===== src/rtl/clear_pkg.sv =====
// Shared types and default widths for the rectangle-fill engine.
package clear_pkg;

    localparam int DEF_COORD_W = 32;
    localparam int DEF_COLOR_W = 32;

    typedef enum logic [1:0] {
        IDLE,
        RUN,
        FIN
    } state_t;

endpackage


===== src/rtl/clear_if.sv =====
// Request/pixel-stream bundle between a requester (master) and the fill engine (slave).
interface clear_if
    import clear_pkg::*;
#(
    parameter int COORD_W = DEF_COORD_W,
    parameter int COLOR_W = DEF_COLOR_W
);

    logic               start;
    logic               done;
    logic [COLOR_W-1:0] color;
    logic [COORD_W-1:0] xmin;
    logic [COORD_W-1:0] ymin;
    logic [COORD_W-1:0] xmax;
    logic [COORD_W-1:0] ymax;
    logic               pixel_valid;
    logic [COORD_W-1:0] pixel_x;
    logic [COORD_W-1:0] pixel_y;
    logic [COLOR_W-1:0] pixel_color;

    modport master (
        output start, color, xmin, ymin, xmax, ymax,
        input  done, pixel_valid, pixel_x, pixel_y, pixel_color
    );

    modport slave (
        input  start, color, xmin, ymin, xmax, ymax,
        output done, pixel_valid, pixel_x, pixel_y, pixel_color
    );

endinterface


===== src/rtl/rect_scanner.sv =====
// Raster-order 2-D position counter over an inclusive rectangle, with a last-pixel flag.
module rect_scanner
    import clear_pkg::*;
#(
    parameter int COORD_W = DEF_COORD_W
) (
    input  logic               clk,
    input  logic               rst,
    input  logic               load,
    input  logic               step,
    input  logic [COORD_W-1:0] xmin,
    input  logic [COORD_W-1:0] ymin,
    input  logic [COORD_W-1:0] xmax,
    input  logic [COORD_W-1:0] ymax,
    output logic [COORD_W-1:0] nxt_x,
    output logic [COORD_W-1:0] nxt_y,
    output logic               last
);

    logic [COORD_W-1:0] x;
    logic [COORD_W-1:0] y;
    logic [COORD_W-1:0] xmin_q;
    logic [COORD_W-1:0] xmax_q;
    logic [COORD_W-1:0] ymax_q;
    logic               row_end;

    always_ff @(posedge clk or posedge rst) begin
        if (rst) begin
            x      <= '0;
            y      <= '0;
            xmin_q <= '0;
            xmax_q <= '0;
            ymax_q <= '0;
        end else if (load) begin
            x      <= xmin;
            y      <= ymin;
            xmin_q <= xmin;
            xmax_q <= xmax;
            ymax_q <= ymax;
        end else if (step) begin
            x <= nxt_x;
            y <= nxt_y;
        end
    end

    // Equality compares only: the increments are never used once last is set,
    // so all-ones bounds cannot wrap.
    always_comb begin
        row_end = (x == xmax_q);
        last    = row_end && (y == ymax_q);
        nxt_x   = row_end ? xmin_q : x + COORD_W'(1);
        nxt_y   = row_end ? y + COORD_W'(1) : y;
    end

endmodule


===== src/rtl/clear_unit.sv =====
// Rectangle-fill engine: one (x, y, color) pixel write per clock over an inclusive
// rectangle in raster order, followed by a one-cycle done pulse.
//
// state | meaning
// IDLE  | waiting for start; outputs hold last pixel
// RUN   | emitting one pixel per cycle
// FIN   | done pulse, then back to IDLE
module clear_unit
    import clear_pkg::*;
#(
    parameter int COORD_W = DEF_COORD_W,
    parameter int COLOR_W = DEF_COLOR_W
) (
    input logic  clk,
    input logic  rst,
    clear_if.slave bus
);

    state_t             state;
    logic               empty;
    logic               load;
    logic               step;
    logic               last;
    logic [COORD_W-1:0] nxt_x;
    logic [COORD_W-1:0] nxt_y;

    always_comb begin
        empty = (bus.xmin > bus.xmax) || (bus.ymin > bus.ymax);
        load  = (state == IDLE) && bus.start && !empty;
        step  = (state == RUN) && !last;
    end

    rect_scanner #(
        .COORD_W (COORD_W)
    ) u_scanner (
        .clk   (clk),
        .rst   (rst),
        .load  (load),
        .step  (step),
        .xmin  (bus.xmin),
        .ymin  (bus.ymin),
        .xmax  (bus.xmax),
        .ymax  (bus.ymax),
        .nxt_x (nxt_x),
        .nxt_y (nxt_y),
        .last  (last)
    );

    // Pixel outputs are loaded straight from the request so the first pixel
    // appears the cycle after start; the scanner supplies every later one.
    always_ff @(posedge clk or posedge rst) begin
        if (rst) begin
            state           <= IDLE;
            bus.done        <= 1'b0;
            bus.pixel_valid <= 1'b0;
            bus.pixel_x     <= '0;
            bus.pixel_y     <= '0;
            bus.pixel_color <= '0;
        end else begin
            case (state)
                IDLE: begin
                    if (bus.start) begin
                        if (empty) begin
                            state    <= FIN;
                            bus.done <= 1'b1;
                        end else begin
                            state           <= RUN;
                            bus.pixel_valid <= 1'b1;
                            bus.pixel_x     <= bus.xmin;
                            bus.pixel_y     <= bus.ymin;
                            bus.pixel_color <= bus.color;
                        end
                    end
                end
                RUN: begin
                    if (last) begin
                        state           <= FIN;
                        bus.pixel_valid <= 1'b0;
                        bus.done        <= 1'b1;
                    end else begin
                        bus.pixel_x <= nxt_x;
                        bus.pixel_y <= nxt_y;
                    end
                end
                FIN: begin
                    state    <= IDLE;
                    bus.done <= 1'b0;
                end
                default: begin
                    state           <= IDLE;
                    bus.done        <= 1'b0;
                    bus.pixel_valid <= 1'b0;
                end
            endcase
        end
    end

endmodule


===== src/flat_wrapper.sv =====
// flat-port wrapper written by rule: the top's interface ports become plain ports
module clear_unit_flat import clear_pkg::*;
#(
    parameter int COORD_W = DEF_COORD_W,
    parameter int COLOR_W = DEF_COLOR_W
)
  (clk, rst, bus_start, bus_color, bus_xmin, bus_ymin, bus_xmax, bus_ymax, bus_done, bus_pixel_valid, bus_pixel_x, bus_pixel_y, bus_pixel_color);
  clear_if #(.COORD_W(COORD_W), .COLOR_W(COLOR_W)) bus_i ();
  input logic clk;
  input logic rst;
  input wire logic [$bits(bus_i.start)-1:0] bus_start;
  input wire logic [$bits(bus_i.color)-1:0] bus_color;
  input wire logic [$bits(bus_i.xmin)-1:0] bus_xmin;
  input wire logic [$bits(bus_i.ymin)-1:0] bus_ymin;
  input wire logic [$bits(bus_i.xmax)-1:0] bus_xmax;
  input wire logic [$bits(bus_i.ymax)-1:0] bus_ymax;
  output wire logic [$bits(bus_i.done)-1:0] bus_done;
  output wire logic [$bits(bus_i.pixel_valid)-1:0] bus_pixel_valid;
  output wire logic [$bits(bus_i.pixel_x)-1:0] bus_pixel_x;
  output wire logic [$bits(bus_i.pixel_y)-1:0] bus_pixel_y;
  output wire logic [$bits(bus_i.pixel_color)-1:0] bus_pixel_color;
  assign bus_i.start = bus_start;
  assign bus_i.color = bus_color;
  assign bus_i.xmin = bus_xmin;
  assign bus_i.ymin = bus_ymin;
  assign bus_i.xmax = bus_xmax;
  assign bus_i.ymax = bus_ymax;
  assign bus_done = bus_i.done;
  assign bus_pixel_valid = bus_i.pixel_valid;
  assign bus_pixel_x = bus_i.pixel_x;
  assign bus_pixel_y = bus_i.pixel_y;
  assign bus_pixel_color = bus_i.pixel_color;
  clear_unit #(.COORD_W(COORD_W), .COLOR_W(COLOR_W)) u_core (.clk(clk), .rst(rst), .bus(bus_i));
endmodule

===== config.mk =====
export PLATFORM = sky130hd
export DESIGN_NAME = clear_unit_flat
export DESIGN_NICKNAME = d
export VERILOG_FILES = /design/src/rtl/clear_pkg.sv /design/src/rtl/clear_if.sv /design/src/rtl/rect_scanner.sv /design/src/rtl/clear_unit.sv /design/src/flat_wrapper.sv
export SDC_FILE = /design/constraint.sdc
export NUM_CORES = 1
export LEC_CHECK = 0
export ABC_AREA = 1
export BUFFER_PORTS_ARGS = -buffer_cell sky130_fd_sc_hd__buf_4
export CAP_MARGIN = 20
export CORE_MARGIN = 5
export CORE_UTILIZATION = 55
export CTS_CLUSTER_DIAMETER = 50
export CTS_CLUSTER_SIZE = 25
export DETAILED_ROUTE_END_ITERATION = 8
export GPL_TIMING_DRIVEN = 1
export PLACE_DENSITY = 0.86
export SYNTH_ARGS = -nofsm -noshare
export SYNTH_HDL_FRONTEND = slang
export SYNTH_SLANG_ARGS = --single-unit

===== constraint.sdc =====
create_clock -name clk -period 8.89 [get_ports clk]
set_clock_uncertainty 0.2 [all_clocks]
set_input_delay 0.4445 -clock clk [delete_from_list [all_inputs] [get_ports clk]]
set_output_delay 0.4445 -clock clk [all_outputs]
set_load 0.01 [all_outputs]

==> key figures, run 1 <==
Logic synthesis
  • Post-synthesis cell type count: 27
  • Largest family of logic cells by synthesized area: simple AND/OR/NAND/NOR gates
  • Ys flop type: dfrtp_1
  • Mapped Cells: about 2,300
  • Synth Register Bits: between 200 and 300
  • Adder-cell share of the synthesized area: ~5.3%
  • Post-synthesis mux area share: 0%
  • Post-synth EDFFs: 0
  • Post-Syn Nets: between 2,000 and 3,000
  • Syn_area_per_cell: about 6.8 µm²
  • Register area share after synthesis: 41.9%
  • Post-Synth XOR/XNOR Area: under 10%
  • Post-synthesis cell area: about 16,000 µm²
  • Synth Area in Simple Gates: between 30% and 40%
  • YS warnings: 0
  • Ys async rst share: 100%
  • Synth Area in Compound Gates: 7.28%

Power
  • Power per Cell Area: between 200 and 300 nW/µm²
  • Lkg Pwr: ~11 nW
  • Seq pwr share: approximately a third
  • Internal power: 0.00301 W
  • Sw frac: between 40% and 50%
  • Clock power share: 27.0%
  • Tot Pwr: ~0.0052 W
  • Worst vdd ir: about 0.00018 V
  • Switch Pwr: around 0.0022 W
  • Comb power frac: between 30% and 40%

GRT
  • Initial antenna violation count: 0
  • GRT overflow: 0
  • Vias in the first global route: 16,033
  • Largest net degree at the start of global routing: between 100 and 150
  • First-pass GRT wire length: a little over 80 mm
  • GRT Util Overall: between 30% and 40%

Clock network
  • TritonCTS clock tree: done
  • Worst-Skew Late Latency: 0.59 ns
  • Cts bufs inserted: 30
  • Max Root-Sink Buffers: 3
  • CTS Root Cell: clkbuf_16
  • Postcts setup bufs: 0
  • Clk sinks: 260
  • Worst-path clk slew: 0.09 ns
  • Max H-tree Level: 1

Flow run
  • Max Cap Violations: 0

Placed design
  • Placed insts: ~2,800
  • DP Wirelength: 33.0 mm
  • Port Buffers: 260
  • GPL Wtd Cong: ~0.96

Routing
  • Residual DRC: 0
  • Routed Wire Length: 50.8 mm
  • Number of iterations in the first detailed-routing pass: 6
  • Drt first-iter violations: 1,699
  • Routed WL per cell: 16.8 µm
  • ANT nets after route: 0
  • DR vias: approximately 16,000
  • Post-DR vias/cell: roughly 5.3

Min path
  • Worst hold start: bus_xmax[3]
  • Worst hold stages: 3
  • Hold path endpoint: u_core.u_scanner.xmax_q[3]
  • Hold Crit Class: input port to register

Worst setup path
  • WP buf/inv: 4
  • CP Launch Type: input port
  • Start of the worst register-to-register path: u_core.state[0]
  • Worst EP required: 9.14 ns
  • Critical path peak fanout: 95
  • Crit-path max cell delay: about 0.76 ns
  • CP endpoint kind: register
  • Capture point of the worst reg-to-reg path: u_core.u_scanner.x[20]
  • Cells along the critical path: dlygate4sd3_1 -> buf_4 -> ha_1 -> nand2_1 -> nor2_1 -> nand2_1 -> nor4_2 -> nand2_1 -> nand2_1 -> nand2_1 -> nand3_4 -> buf_4 -> buf_4 -> nand2_1 -> o21ai_0
  • Worst-case reg-to-reg path depth: 9
  • Worst path arrival time: just under 5 ns
  • Most used cell, CP: nand2_1
  • Worst reg2reg setup slack: 5.26 ns
  • Slowest cell on crit path: buf_4
  • Crit path max-delay family: buffers and inverters
  • Critical path class: input port to register

STA
  • Final Hold Fails: 0
  • Worst Max-Slew Pin Slew: between 1 and 1.5 ns
  • Fmax: ~0.21 GHz
  • Final setup fails: 0
  • Final period utilization: a little over half
  • Min Hold Slack: around 0.004 ns
  • Final Max Tran Viols: 0
  • Min cycle time layout: ~4.7 ns
  • Slew HR: 26.5%
  • Final setup TNS: 0 ns
  • RSZ-0062 raised after global routing: false

Die
  • Num ports: approximately 260
  • Starting Density: 55.8%
  • Die span in y: approximately 180 µm
  • Die Area: 31,700 µm²
  • CORE AREA: 27,800 µm²
  • Die width: about 180 µm
  • Rows: 61

Status
  • Outcome: completed

Finish
  • Fin cells: between 3,000 and 4,000
  • Post-layout nets: 2,844
  • Layout cells sized above 1: about an eighth
  • Final core utilization: between 70% and 80%
  • # diodes: 0
  • Filler cell count: roughly 2,100
  • Area grow syn2layout: 28.3%
per-stage QoR:
stage / instance area, µm² / setup WS (ns)
after detailed placement: 17600 / 4.38
after global routing: 19900 / 3.98
final: 19900 / 4.19
after global placement: 17600 / 4.55
after CTS: 19900 / 4.39
after floorplan: 15500 / 1.09
metal layers:
metal	up-vias	global-route usage [%]	wire length, µm
li1	7630	-	-
met1	7502	41.6	20500
met2	845	52.7	23700
met3	160	6.39	4740
met4	0	11.3	1890
met5	-	0	0
cell families (layout without fill, tap and decap cells):
logic type,Yosys count,after routing
adder cells (fa/ha/maj),66,66
AND/OR/NAND/NOR,1314,1314
buffers and inverters,372,728
flip-flops,260,260
XOR/XNOR,48,48
AO/OA/AOI/OAI,223,223
cell usage after synthesis, types with 11 or more instances:
| cell type | instances | share of area [%] |
|---|---|---|
| dfrtp_1 | 260 | 42 |
| o21ai_1 | 25 | 0.81 |
| buf_6 | 11 | 0.80 |
| nor3_1 | 28 | 0.90 |
| o21ai_0 | 162 | 5.2 |
| inv_1 | 277 | 6.7 |
| clkbuf_1 | 40 | 0.97 |
| nand2_1 | 1058 | 26 |
| a21oi_1 | 31 | 1.0 |
| xor2_1 | 46 | 2.6 |
| ha_1 | 66 | 5.3 |
| buf_2 | 21 | 0.68 |
| nand3_1 | 60 | 1.9 |
| nor2_1 | 156 | 3.8 |
| inv_2 | 12 | 0.29 |
worst max-delay path by stage:
stage                            start                          to  cells past startpoint
after global routing      bus_xmax[31]  u_core.bus.pixel_color[29]                     16
after global placement    bus_xmax[27]  u_core.bus.pixel_color[19]                     14
after CTS                 bus_xmin[27]  u_core.bus.pixel_color[23]                     14
after detailed placement  bus_xmax[31]  u_core.bus.pixel_color[14]                     14
after floorplan                    rst             u_core.bus.done                      1
final                     bus_xmin[27]  u_core.bus.pixel_color[29]                     15
flip-flops by register name, summed over array words and instances, names as in the netlist:
name,flops
u_core.bus.done,1
u_core.bus.pixel_color,32
u_core.bus.pixel_valid,1
u_core.bus.pixel_x,32
u_core.bus.pixel_y,32
u_core.state,2
u_core.u_scanner.x,32
u_core.u_scanner.xmax_q,32
u_core.u_scanner.xmin_q,32
u_core.u_scanner.y,32
u_core.u_scanner.ymax_q,32
what timing repair did:
item / CTS / global route
endpoints found under the hold margin: 220 / 0
gates resized for setup: 0 / 0
hold buffers: 114 / 0
layout make-up:
class | count | area, µm² | share of cell area (%)
flip-flops and latches | 260 | 6510 | 32.7
well taps | 378 | 473 | 2.38
multi-input cells | 1651 | 7490 | 37.6
clock buffers | 31 | 776 | 3.90
inverters | 289 | 1090 | 5.49
repair buffers | 383 | 3170 | 15.9
clock inverters | 25 | 387 | 1.94
power groups by stage:
stage          Clock [W]  Sequential [W]  Combinational (W)
3_5_place_dp           0         0.00178            0.00194
4_1_cts          0.00141         0.00176            0.00200
6_report         0.00141         0.00177            0.00204
3_3_place_gp           0         0.00177            0.00190
5_1_grt          0.00147         0.00181            0.00227
2_1_floorplan          0         0.00173            0.00125
worst min-delay path, cell delays in order:
cell and delay, ns:
buf_4 0.11, inv_1 0.08, o21ai_0 0.11
placed cells by master, fill, tap and decap left out, drive strengths merged:
master       synthesis  layout
buf                 43     269
o21a                 3       3
xor2                46      46
nor3                28      28
dfrtp              260     260
clkinvlp             0       1
o21ai              187     187
xnor2                2       2
nor2               158     158
nor4                 1       1
ha                  66      66
clkbuf              40      31
bufinv               0       3
nand2             1059    1059
nand3               61      61
inv                289     298
dlygate4sd3          0     114
a21o                 2       2
a21oi               31      31
nand4                5       5
nand3b               2       2
clkinv               0      12
No activity file was read; power rests on OpenSTA's default activity.
==> inputs of run 2 (changes only) <==
- ABC_AREA: 1 -> 0
- CORE_UTILIZATION: 55 -> 51
- PLACE_DENSITY: 0.86 -> 0.85
- clock period: 8.89 -> 4.25 ns (I/O delays scaled with it)
==> run 2 against run 1 <==
Synthesized area shrank 4.5%. Die area grew 2.8%. Register-to-register slack lost 4.7 ns. Power grew to 2.5 times the previous value. Synthesized cell count shrank 37%. Hold slack gained 0.029 ns. Combinational power grew to 2.8 times the previous value. Critical endpoint is now u_core.bus.pixel_x[30].
==> key figures, run 2 <==
Routing
  • DR vias: between 10,000 and 15,000
  • Post-DR vias/cell: approximately 6.0
  • ANT nets after route: 0
  • Routed WL per cell: 22.4 µm
  • Residual DRC: 0
  • Routed Wire Length: approximately 50 mm
  • Number of iterations in the first detailed-routing pass: 5
  • Drt first-iter violations: 1,302

Logic synthesis
  • Ys flop type: dfrtp_1
  • Dominant cell type by area after synthesis: dfrtp_1
  • Synth area leaders: dfrtp_1, mux2_2, ha_1
  • Ys async rst share: 100%
  • Post-synthesis cell type count: 70
  • Mapped Cells: around 1,400
  • Register area share after synthesis: 43.9%
  • Post-synthesis cell area: ~15,000 µm²
  • Most common cell in the netlist: dfrtp_1
  • Syn_area_per_cell: 10.3 µm²
  • Synth Register Bits: 260
  • Post-synth EDFFs: 0
  • Post-Syn Nets: roughly 1,700
  • Most frequent cells after synthesis: dfrtp_1, mux2_2, inv_1, a21oi_1, nand2_1
  • Post-synth top area share: ~44%
  • YS warnings: 0

Clock network
  • CTS resizes: 0
  • Clk sinks: 260
  • CTS Root Cell: clkbuf_16
  • TritonCTS clock tree: done
  • Max Root-Sink Buffers: 3
  • Worst-path clk slew: around 0.080 ns
  • Max H-tree Level: 1
  • Cts bufs inserted: 29
  • Worst-Skew Late Latency: between 0.5 and 0.6 ns

Die
  • CORE AREA: ~29,000 µm²
  • Rows: 62
  • Die Area: about 33,000 µm²
  • Die span in y: between 150 and 200 µm
  • Num ports: roughly 260
  • Die width: about 180 µm
  • Starting Density: between 50% and 60%

Power
  • Worst vdd ir: approximately 0.00041 V
  • Comb power frac: 43.1%
  • Seq pwr share: between 30% and 40%
  • Internal power: between 0.007 and 0.008 W
  • Switch Pwr: around 0.0054 W
  • Sw frac: around 41%
  • Clock power share: just under 20%
  • Lkg Pwr: roughly 8.8 nW
  • Power per Cell Area: approximately 670 nW/µm²

Min path
  • Hold Crit Class: input port to register
  • Worst hold stages: 4
  • Hold path endpoint: u_core.bus.pixel_y[20]
  • Worst hold start: bus_ymin[20]

STA
  • Final setup TNS: 0 ns
  • Final Hold Fails: 0
  • Final Max Tran Viols: 0
  • Slew HR: approximately 37%
  • Min cycle time layout: 4.03 ns
  • Final setup fails: 0
  • Fin worst setup slack: around 0.22 ns
  • Worst Max-Slew Pin Slew: about 0.9 ns
  • Final period utilization: a little over nine tenths
  • Fmax: approximately 0.25 GHz
  • RSZ-0062 raised after global routing: false

GRT
  • Initial antenna violation count: 0
  • First-pass GRT wire length: about 79 mm
  • GRT Util Overall: 29.9%
  • Vias in the first global route: approximately 14,000
  • GRT overflow: 0
  • Largest net degree at the start of global routing: between 100 and 150

Worst setup path
  • WP buf/inv: 3
  • Slowest cell on crit path: nor4_1
  • Most used cell, CP: buf_4
  • Start of the worst register-to-register path: u_core.u_scanner.y[2]
  • Critical path class: input port to register
  • Capture point of the worst reg-to-reg path: u_core.bus.pixel_x[30]
  • Cells along the critical path: dlygate4sd3_1 -> buf_4 -> ha_1 -> nand4_1 -> nor4_1 -> a21boi_0 -> o41a_1 -> o21ai_1 -> a21boi_4 -> or2_2 -> buf_4 -> a221o_1
  • CP Launch Type: input port
  • Worst path arrival time: 4.33 ns
  • Crit-path max cell delay: just under 0.8 ns
  • Worst EP required: 4.55 ns
  • Worst-case reg-to-reg path depth: 9
  • Critical path peak fanout: 79
  • Crit path max-delay family: buffers and inverters
  • Worst reg2reg setup slack: between 0.5 and 0.6 ns
  • CP endpoint kind: register

Placed design
  • Port Buffers: 260
  • GPL Wtd Cong: 0.999
  • DP Worst Slack: about 0.33 ns
  • Area post-placement: around 17,000 µm²
  • DP Wirelength: 32.0 mm

Finish
  • Multi-input gate area: between 7000 and 8000 µm²
  • # diodes: 0
  • FF/Latch Area: roughly 6500 µm²
  • Filler cell count: between 2,000 and 2,500
  • Most frequent cells in the layout: buf_4, dfrtp_1, dlygate4sd3_1, mux2_2, inv_1
  • Layout cells sized above 1: ~28%
  • Cell area after layout: about 20,000 µm²
  • Area grow syn2layout: 32.2%
  • Post-layout nets: slightly above 2,000
  • Commonest non-fill, non-tap cell in the layout: buf_4

Status
  • Outcome: completed

Flow run
  • Max Cap Violations: 0
## run 2: worst max-delay path by stage
stage,from,to,slack (ns),cells past startpoint
6_report,bus_ymin[15],u_core.bus.pixel_x[30],0.22,12
5_1_grt,bus_ymin[15],u_core.u_scanner.y[15],0.09,12
4_1_cts,bus_ymin[15],u_core.u_scanner.y[9],0.34,12
3_5_place_dp,bus_ymax[15],u_core.u_scanner.y[15],0.33,12
3_3_place_gp,bus_ymin[15],u_core.u_scanner.y[29],0.29,12
2_1_floorplan,rst,u_core.bus.done,0.41,1
## run 2: cells by family (layout without fill, tap and decap cells)
logic type,Yosys count,after routing,synth area share (%)
adder cells (fa/ha/maj),66,66,5.58
flip-flops,260,260,43.9
AND/OR/NAND/NOR,315,315,11.2
XOR/XNOR,123,123,7.27
AO/OA/AOI/OAI,302,302,13.5
multiplexers,159,159,12.2
buffers and inverters,218,620,6.39
## run 2: timing repair
item / 4_1_cts / 5_1_grt
hold endpoints to repair: 281 / 0
hold buffers: 160 / 0
setup buffers: 0 / 0
## run 2: through the flow
step           hold slack [ns]  power, W  util [%]  std cells
2_1_floorplan            0.129   0.00820         -       1443
3_3_place_gp             0.152    0.0101      59.3       2015
3_5_place_dp             0.169    0.0103      59.3       2015
4_1_cts                 0.0232    0.0130      68.2       2229
5_1_grt                 0.0353    0.0138      68.2       2229
6_report                0.0334    0.0132      68.2       2229
## run 2: power by group through the flow
stage	registers, W	logic, W	clock network, W
final	0.00495	0.00567	0.00254
after global routing	0.00507	0.00607	0.00267
after CTS	0.00487	0.00557	0.00256
after detailed placement	0.00490	0.00539	0
after global placement	0.00483	0.00522	0
after floorplan	0.00471	0.00348	0
## run 2: metal layers
| layer | global-route usage, % | vias to the layer above | part of all wire (%) |
|---|---|---|---|
| li1 | - | 5864 | - |
| met1 | 36.5 | 6542 | 37 |
| met2 | 52.4 | 789 | 50 |
| met3 | 5.89 | 164 | 8.7 |
| met4 | 11.5 | 0 | 4.2 |
| met5 | 0 | - | 0 |
## run 2: worst reg2reg max path: stages (launching register included)
cell and delay, ns:
dfrtp_1 0.49, xor2_1 0.22, nor4_1 0.49, nand4_1 0.21, nor2_1 0.34, a21oi_4 0.28
nor2_8 0.17, or2_2 0.13, buf_4 0.71, a221o_1 0.39
## run 2: cell type report
class	instances	share of cell area, %
Clock buffer	31	3.85
Timing Repair Buffer	439	19.3
Sequential cell	260	33.2
Clock inverter	23	1.07
Tap cell	384	2.45
Inverter	127	2.45
Multi-Input combinational cell	965	37.7
==> inputs of run 3 (changes only) <==
- ABC_AREA: 0 -> not set
- clock period: 4.25 -> 3.4 ns (I/O delays scaled with it)
==> run 3 against run 2 <==
Critical path type unchanged. Wire length increased by 5.4%. Final area increased by 4.4%. Die area unchanged. Final cell count increased by 2.9%. Largest cell class unchanged. Sequential power increased by 24%.
==> key figures, run 3 (synthesis gave the netlist of run 2 again) <==
STA
  • Fin worst setup slack: 0.0172 ns
  • Final Max Tran Viols: 0
  • Slew HR: around half
  • Final setup fails: 0
  • Min cycle time layout: about 3.4 ns
  • Min Hold Slack: 0.0735 ns
  • Worst Max-Slew Pin Slew: ~0.77 ns
  • RSZ-0062 raised after global routing: true
  • Fmax: 0.296 GHz
  • Final period utilization: slightly below 100%
  • Final Hold Fails: 0

Clock network
  • Clk sinks: 260
  • Cts bufs inserted: 30
  • Max H-tree Level: 1
  • CTS Root Cell: clkbuf_16
  • TritonCTS clock tree: done
  • Worst-path clk slew: ~0.06 ns
  • Max Root-Sink Buffers: 3
  • Worst-Skew Late Latency: between 0.5 and 0.6 ns

Worst setup path
  • Crit path max-delay family: simple AND/OR/NAND/NOR gates
  • Critical path class: input port to register
  • Most used cell, CP: buf_4
  • Critical path peak fanout: 21
  • Worst EP required: about 3.6 ns
  • CP Launch Type: input port
  • WP buf/inv: 5
  • Worst path arrival time: about 3.6 ns
  • Cells along the critical path: dlygate4sd3_1 -> buf_4 -> inv_1 -> ha_1 -> and4_1 -> nand4_1 -> a21oi_1 -> or4b_4 -> a21oi_4 -> buf_4 -> and3_2 -> buf_16 -> mux2_2
  • Slowest cell on crit path: or4b_4
  • CP endpoint kind: register
  • Crit-path max cell delay: approximately 0.57 ns

GRT
  • Initial antenna violation count: 0
  • GRT Util Overall: around 30%
  • Vias in the first global route: approximately 14,000
  • Largest net degree at the start of global routing: 118
  • First-pass GRT wire length: about 80 mm
  • GRT overflow: 0

Routing
  • Routed WL per cell: roughly 23 µm
  • Routed Wire Length: around 53 mm
  • Number of iterations in the first detailed-routing pass: 5
  • Residual DRC: 0
  • Post-DR vias/cell: 6.04
  • ANT nets after route: 0
  • DR vias: ~14,000
  • Drt first-iter violations: 1,509

Power
  • Lkg Pwr: approximately 9.3 nW
  • Clock power share: a little over 20%
  • Comb power frac: ~44%
  • Tot Pwr: between 0.015 and 0.02 W
  • Sw frac: between 30% and 40%
  • Internal power: ~0.010 W
  • Switch Pwr: 0.00688 W
  • Seq pwr share: between 30% and 40%
  • Worst vdd ir: 0.000512 V
  • Power per Cell Area: ~850 nW/µm²

Placed design
  • Area post-placement: roughly 17,000 µm²
  • GPL Wtd Cong: 0.960
  • Port Buffers: 260
  • DP Wirelength: 32.9 mm
  • DP Worst Slack: -0.107 ns

Finish
  • Post-layout nets: 2,114
  • Commonest non-fill, non-tap cell in the layout: buf_4
  • Filler cell count: roughly 1,900
  • Most frequent cells in the layout: buf_4, dfrtp_1, dlygate4sd3_1, mux2_2, inv_1
  • Area grow syn2layout: 38.1%
  • Layout cells sized above 1: just over 30%
  • Cell area after layout: 20,500 µm²

Flow run
  • Max Cap Violations: 0

Die
  • Num ports: between 200 and 300
  • Die width: between 150 and 200 µm
  • CORE AREA: 28,700 µm²
  • Die span in y: roughly 180 µm
  • Rows: 62
  • Starting Density: about half
  • Die Area: 32,600 µm²

Status
  • Outcome: completed

Min path
  • Hold Crit Class: input port to register
-- run 3: cell count changes in the layout (fill, tap and decap cells not counted), moves of 2 or more --
cell,change
clkinvlp_4,-2
buf_4,+46
clkbuf_16,+8
clkbuf_1,+2
inv_6,-5
clkbuf_8,+5
buf_12,+4
nor4_1,-2
bufinv_16,+3
dlygate4sd3_1,+2
a2111oi_2,+4
a2111oi_0,-6
-- run 3: routing by layer --
layer  up-vias  wire, µm  global-route usage, %
met5         -         0                      0
met1      6737     19200                   37.1
met4         0      2560                   12.0
met3       209      4810                   5.65
met2       892     26100                   53.5
li1       6026         -                      -
-- run 3: path summary, 6_finish.rpt --
| kind | startpoint | slack, ns | cells past startpoint | end |
|---|---|---|---|---|
| hold reg to reg | u_core.bus.pixel_color[13] | 0.29 | 1 | u_core.bus.pixel_color[13] |
| min in group asynchronous | rst | 0.48 | 4 | u_core.bus.pixel_x[9] |
| setup / recovery | bus_xmax[6] | 0.02 | 13 | u_core.u_scanner.ymax_q[7] |
| hold / removal | bus_ymin[1] | 0.07 | 4 | u_core.bus.pixel_y[1] |
| setup reg to reg | u_core.u_scanner.x[25] | 0.12 | 11 | u_core.u_scanner.x[25] |
| max in group asynchronous | rst | 1.61 | 5 | u_core.u_scanner.y[25] |
-- run 3: worst reg2reg max path: stages (launching register included) --
cell,delay [ns]
dfrtp_1,0.47
xnor2_1,0.41
nand4_1,0.22
nor4_1,0.35
buf_4,0.19
and2_1,0.21
a21oi_4,0.10
nor2_8,0.13
buf_4,0.34
buf_4,0.28
a2111oi_4,0.08
a21oi_1,0.22
-- run 3: final cells by class --
type	count	area [µm²]	share of cell area, %
Antenna cell	1	2.50	0.0122
Clock buffer	39	855	4.18
Clock inverter	17	226	1.11
Inverter	127	483	2.36
Multi-Input combinational cell	966	7470	36.5
Sequential cell	260	6510	31.8
Tap cell	384	480	2.35
Timing Repair Buffer	500	4430	21.7
-- run 3: stage by stage --
stage | util, % | std cells | setup TNS, ns
after floorplan | - | 1443 | -103.37
after detailed placement | 60.6 | 2059 | -0.512
after global placement | 60.6 | 2059 | 0
final | 71.3 | 2294 | 0
after global routing | 71.3 | 2293 | -1.35
after CTS | 70.1 | 2277 | 0
-- run 3: what timing repair did --
item                                    CTS  global route
buffers inserted                          0             7
endpoints found under the setup margin    0           213
resized for setup                         0            22
endpoints found under the hold margin   516             0
hold buffers                            162             0
-- run 3: power by group through the flow --
| stage | Sequential, W | Combinational [W] | Clock [W] |
|---|---|---|---|
| finish | 0.00616 | 0.00763 | 0.00351 |
| global route | 0.00632 | 0.00818 | 0.00366 |
| CTS | 0.00606 | 0.00722 | 0.00351 |
| detailed placement | 0.00609 | 0.00701 | 0 |
| global placement | 0.00602 | 0.00678 | 0 |
| floorplan | 0.00589 | 0.00436 | 0 |
